**src/rtl/bp_nonsynth_commit_sampler.sv**
```systemverilog
// Commit-stream sampler: decimates committed PCs, stamps them with cycle and
// instruction index, and buffers the records in a first-word-fall-through FIFO.
module bp_nonsynth_commit_sampler #(
   parameter int vaddr_width_p   = 39,
   parameter int sample_period_p = 1,
   parameter int fifo_els_p      = 8,
   parameter int stamp_width_p   = 64,
   parameter int drop_width_p    = 32
) (
   input  logic                     clk_i,
   input  logic                     reset_n_i,
   input  logic                     freeze_i,
   input  logic                     commit_v_i,
   input  logic [vaddr_width_p-1:0] commit_pc_i,
   output logic                     v_o,
   input  logic                     ready_i,
   output logic [vaddr_width_p-1:0] pc_o,
   output logic [stamp_width_p-1:0] cycle_o,
   output logic [stamp_width_p-1:0] instret_o,
   output logic [drop_width_p-1:0]  drop_cnt_o
);

   localparam int ptr_w_lp   = $clog2(fifo_els_p);
   localparam int phase_w_lp = (sample_period_p > 1) ? $clog2(sample_period_p) : 1;
   localparam logic [phase_w_lp-1:0] phase_last_lp = phase_w_lp'(sample_period_p - 1);
   localparam logic [ptr_w_lp:0]     full_cnt_lp   = (ptr_w_lp + 1)'(fifo_els_p);

   logic [stamp_width_p-1:0] cycle_r, instret_r;
   logic [phase_w_lp-1:0]    phase_r;
   logic [drop_width_p-1:0]  drop_r;
   logic [ptr_w_lp-1:0]      wptr_r, rptr_r;
   logic [ptr_w_lp:0]        count_r;

   logic [vaddr_width_p-1:0] pc_mem      [fifo_els_p];
   logic [stamp_width_p-1:0] cycle_mem   [fifo_els_p];
   logic [stamp_width_p-1:0] instret_mem [fifo_els_p];

   // Head fields seen by the consumer stay put once the FIFO runs dry.
   logic [vaddr_width_p-1:0] pc_hold_r;
   logic [stamp_width_p-1:0] cycle_hold_r, instret_hold_r;

   logic accept, sample, full, deq, enq, drop;

   assign accept = commit_v_i & ~freeze_i;
   assign sample = accept & (phase_r == phase_last_lp);
   assign full   = (count_r == full_cnt_lp);
   assign v_o    = (count_r != '0);
   assign deq    = v_o & ready_i;
   assign enq    = sample & (~full | deq);
   assign drop   = sample & ~enq;

   always_ff @(posedge clk_i or negedge reset_n_i) begin
      if (!reset_n_i) begin
         cycle_r        <= '0;
         instret_r      <= '0;
         phase_r        <= '0;
         drop_r         <= '0;
         wptr_r         <= '0;
         rptr_r         <= '0;
         count_r        <= '0;
         pc_hold_r      <= '0;
         cycle_hold_r   <= '0;
         instret_hold_r <= '0;
      end else begin
         if (!freeze_i)
            cycle_r <= cycle_r + 1'b1;
         if (accept) begin
            instret_r <= instret_r + 1'b1;
            phase_r   <= (phase_r == phase_last_lp) ? '0 : phase_r + 1'b1;
         end
         if (drop && (drop_r != '1))
            drop_r <= drop_r + 1'b1;
         if (enq)
            wptr_r <= wptr_r + 1'b1;
         if (deq) begin
            rptr_r         <= rptr_r + 1'b1;
            pc_hold_r      <= pc_mem[rptr_r];
            cycle_hold_r   <= cycle_mem[rptr_r];
            instret_hold_r <= instret_mem[rptr_r];
         end
         if (enq && !deq)
            count_r <= count_r + 1'b1;
         else if (deq && !enq)
            count_r <= count_r - 1'b1;
      end
   end

   // Storage needs no reset: the pointers alone decide what is valid.
   always_ff @(posedge clk_i) begin
      if (enq) begin
         pc_mem[wptr_r]      <= commit_pc_i;
         cycle_mem[wptr_r]   <= cycle_r;
         instret_mem[wptr_r] <= instret_r;
      end
   end

   assign pc_o       = v_o ? pc_mem[rptr_r]      : pc_hold_r;
   assign cycle_o    = v_o ? cycle_mem[rptr_r]   : cycle_hold_r;
   assign instret_o  = v_o ? instret_mem[rptr_r] : instret_hold_r;
   assign drop_cnt_o = drop_r;

endmodule
```
**config.mk**
```make
export PLATFORM = sky130hd
export DESIGN_NAME = bp_nonsynth_commit_sampler
export DESIGN_NICKNAME = d
export VERILOG_FILES = /design/src/rtl/bp_nonsynth_commit_sampler.sv
export SDC_FILE = /design/constraint.sdc
export NUM_CORES = 2
export LEC_CHECK = 0
export ABC_AREA = 1
export CAP_MARGIN = 20
export CORE_MARGIN = 4
export CORE_UTILIZATION = 35
export DETAILED_ROUTE_END_ITERATION = 6
export GPL_TIMING_DRIVEN = 1
export SYNTH_ARGS = -nofsm -noshare
export SYNTH_HDL_FRONTEND = slang
export SYNTH_SLANG_ARGS = --single-unit
```
**constraint.sdc**
```tcl
create_clock -name clk_i -period 11.5 [get_ports clk_i]
set_input_delay 1.15 -clock clk_i [delete_from_list [all_inputs] [get_ports clk_i]]
set_output_delay 1.15 -clock clk_i [all_outputs]
set_load 0.05 [all_outputs]
```
==> impl_metrics.json <==
{
  "p_comb_share_pct": 38.7,
  "slew_viol_final": 0,
  "final_area_um2": 79500,
  "crit_path_cell_trace": "buf_4, buf_4, o21ai_0, o211ai_1, o21ai_1, o21ai_1, clkdlybuf4s50_1",
  "synth-edff-count": 1336,
  "synth_top_cell_area_share_pct": 58.1,
  "multiInputGateArea_um2": 18300,
  "dr.pass1.iters": 5,
  "cts_resized": 0,
  "critical-path-top-delay-family": "buffers and inverters",
  "dpl_cell_area_um2": 73700,
  "die_area_um2": 205000,
  "hp-class": "primary input to asynchronous set/reset pin",
  "cts.sinks": 1673,
  "syn_area_per_cell_um2": 11.3,
  "core_area_um2": 196000,
  "synthSimpleGateAreaFrac_pct": 13.3,
  "setup_tns_ns": 0,
  "cts_root_buf": "clkbuf_16",
  "skew_ns": 0.0308,
  "ys_ff_latch": 1673,
  "cp_num_buf_inv": 3,
  "instances_no_fill": 9029,
  "cts_inserted_buffers": 176,
  "critPathMaxStageDelay_ns": 1.02,
  "synth_compound_area_share_pct": 11.7,
  "wl_per_cell_um": 19.2,
  "syn2layout_area_growth_pct": 15.1,
  "ys_async_sr_fraction_pct": 20.1,
  "synth-main-ff-cell": "edfxtp_1",
  "vias_per_cell": 5.02,
  "initial_core_util_pct": 35.3,
  "ios": 244,
  "die_x_um": 452,
  "synth.area.top_cells": "edfxtp_1 (58%), dfrtp_1 (12%), nor2_1 (6.8%)",
  "relSlewSlack_pct": 24.1,
  "path_clk_slew_ns": 0.06,
  "grt_start_max_net_pins": 201,
  "outcome": "finished clean",
  "p_seq_share_pct": 35.5,
  "clock.fmax_mhz": 146,
  "io_buffers": 243,
  "rsz0062_at_grt": "false",
  "p_sw_share_pct": 40.7,
  "p_switching_mw": 8.88,
  "drcViolationCount": 0,
  "synth_cells": 6107,
  "finalPower_mw": 21.8,
  "fin_util_pct": 40.6,
  "yosysUniqueCellTypes": 37,
  "rr_worst_depth": 8,
  "critPathKind": "flop to output pin",
  "slowest_stage": "dfrtp_4",
  "drive_above_1_share_pct": 5.64,
  "postCtsSetupRepairBufs": 0,
  "p_per_area_nw_per_um2": 274,
  "insertion_delay_ns": 0.82,
  "antenna_found_initial": 8,
  "synth_area_um2": 69100,
  "worstSetupStartpointType": "flop",
  "grt_pass1_wl_mm": 267,
  "min_period_over_period_pct": 59.5,
  "track_usage_pct": 16.7,
  "ys_seq_area_share_pct": 70.3,
  "vdd_ir_drop_max_uv": 273,
  "vias": 45300,
  "synth_top_cell_by_area": "edfxtp_1",
  "synth_fa_ha_area_share_pct": 0.174,
  "gr-total-overflow": 0,
  "path_max_fanout": 106,
  "power.share.clock_pct": 25.9,
  "finalHoldViolCount": 0,
  "setup_viol": 0,
  "dp.cells": 8692,
  "cts_tree": "yes",
  "synth_xor_xnor_area_share_pct": 1.20,
  "h-tree-depth": 4,
  "reg2reg_to": "instret_mem[1][27]",
  "syn_nets": 6160,
  "dp_hpwl_mm": 97.5,
  "crit_arrival_ns": 5.69,
  "r2r_start": "count_r[0]",
  "period_minus_slack_ns": 6.84,
  "nFillCells": 18400,
  "grt_pass1_vias": 43800,
  "postCtsHoldBufs": 0,
  "leakagePower_nw": 25.9,
  "drt_iter0_drc": 3863,
  "r2r_setup_slack_ns": 7.54,
  "drt-total-wl_mm": 174,
  "internal_power_mw": 12.9,
  "synth.area.mux_share_pct": 0.0326,
  "place_congestion": 0.873,
  "cap_violations": 0,
  "die_h_um": 452,
  "tightestPinTransition_ns": 1.14,
  "clockBufferDepth": 3,
  "yosys_warnings": 0,
  "synth_top_family_by_area": "simple AND/OR/NAND/NOR gates",
  "final_antenna_net_count": 0,
  "end_kind": "output pin",
  "seq_area_um2": 48600,
  "nets": 6300,
  "crit_required_ns": 10.35,
  "rows": 162
}
==> metal layers <==
metal | part of all wire [%] | global-route usage (%) | routed length, um
met4 | 2.6 | 5.18 | 4540
met3 | 4.4 | 2.46 | 7630
met1 | 46 | 23.0 | 79100
met5 | 0.0075 | 0 | 13
met2 | 47 | 27.3 | 82400
==> per-stage QoR <==
step                worst slack, ns  hold slack (ns)
floorplan                      1.94            0.459
global placement               5.44            0.471
detailed placement             5.51            0.478
CTS                            4.55            0.244
global route                   4.31            0.275
finish                         4.66            0.292
==> cell usage after synthesis (all sizes together) (8+ instances only) <==
cell    count
nor3       25
o21ai    1356
o211ai    167
edfxtp   1336
dfrtp     337
ha          8
and2        9
buf       166
clkbuf    174
nand4      37
nor2     1280
xnor2      47
nand2     850
xor2       48
nand3b     33
nand3      78
inv       144
==> worst max path at each step <==
| stage | end | cells after the start | start |
|---|---|---|---|
| finish | instret_o[51] | 7 | rptr_r[1] |
| global route | instret_o[51] | 7 | rptr_r[1] |
| CTS | instret_o[51] | 7 | rptr_r[1] |
| detailed placement | instret_o[51] | 7 | rptr_r[1] |
| global placement | instret_o[4] | 9 | rptr_r[0] |
| floorplan | cycle_mem[0][0] | 7 | freeze_i |
==> worst register-to-register path: cells and delay by family, from the launching register on <==
kind | cells | cell delay [ns]
buf+inv | 3 | 1.61
flops | 1 | 0.43
simple gates | 5 | 1.50
==> power by group through the flow <==
stage	Sequential, mW	Combinational [mW]	Clock (mW)
after global placement	7.83	8.49	0
after CTS	7.74	8.58	5.80
after detailed placement	7.86	8.55	0
final	7.74	8.44	5.64
after global routing	7.82	9.16	6.05
after floorplan	7.76	5.96	0
==> registers in the layout (all words and copies together), names as in the netlist <==
| register | count |
|---|---|
| cycle_hold_r | 64 |
| pc_mem | 312 |
| instret_r | 64 |
| rptr_r | 3 |
| pc_hold_r | 39 |
| instret_hold_r | 64 |
| cycle_r | 64 |
| instret_mem | 512 |
| drop_cnt_o | 32 |
| count_r | 4 |
| wptr_r | 3 |
| cycle_mem | 512 |
==> cells by family after synthesis <==
kind of cell               count (synthesis)
and+or+nand+nor                         2317
DFF                                     1673
AOI/OAI and AO/OA                       1527
buffers and inverters                    484
xor gates and xnor gates                  95
adders and majority gates                  9
muxes                                      2
==> cells in the final DEF (no fill, tap or decap), types with 15 or more instances in the layout <==
cell and instances:
nor2_1 1251, clkbuf_16 178, inv_1 140, clkbuf_1 48
xnor2_1 47, dfrtp_1 334, nand2_1 845, clkbuf_8 22
buf_4 52, o21ai_1 789, o21ai_0 567, clkinv_1 29
nand3_1 76, nor3_1 24, o211ai_1 167, nand4_1 37
clkdlybuf4s50_1 242, edfxtp_1 1336, clkinv_2 19, nand3b_1 33
nor2_4 15, xor2_1 48
==> cell type report <==
type,instances,share of cell area (%)
sequential,1673,61.1
multi-input combinational,3950,23.0
clock buffer,248,6.21
tap,2624,4.13
timing repair buffer,302,3.74
clock inverter,82,1.08
inverter,144,0.705
antenna,6,0.0189
No activity file was read; power rests on OpenSTA's default activity.
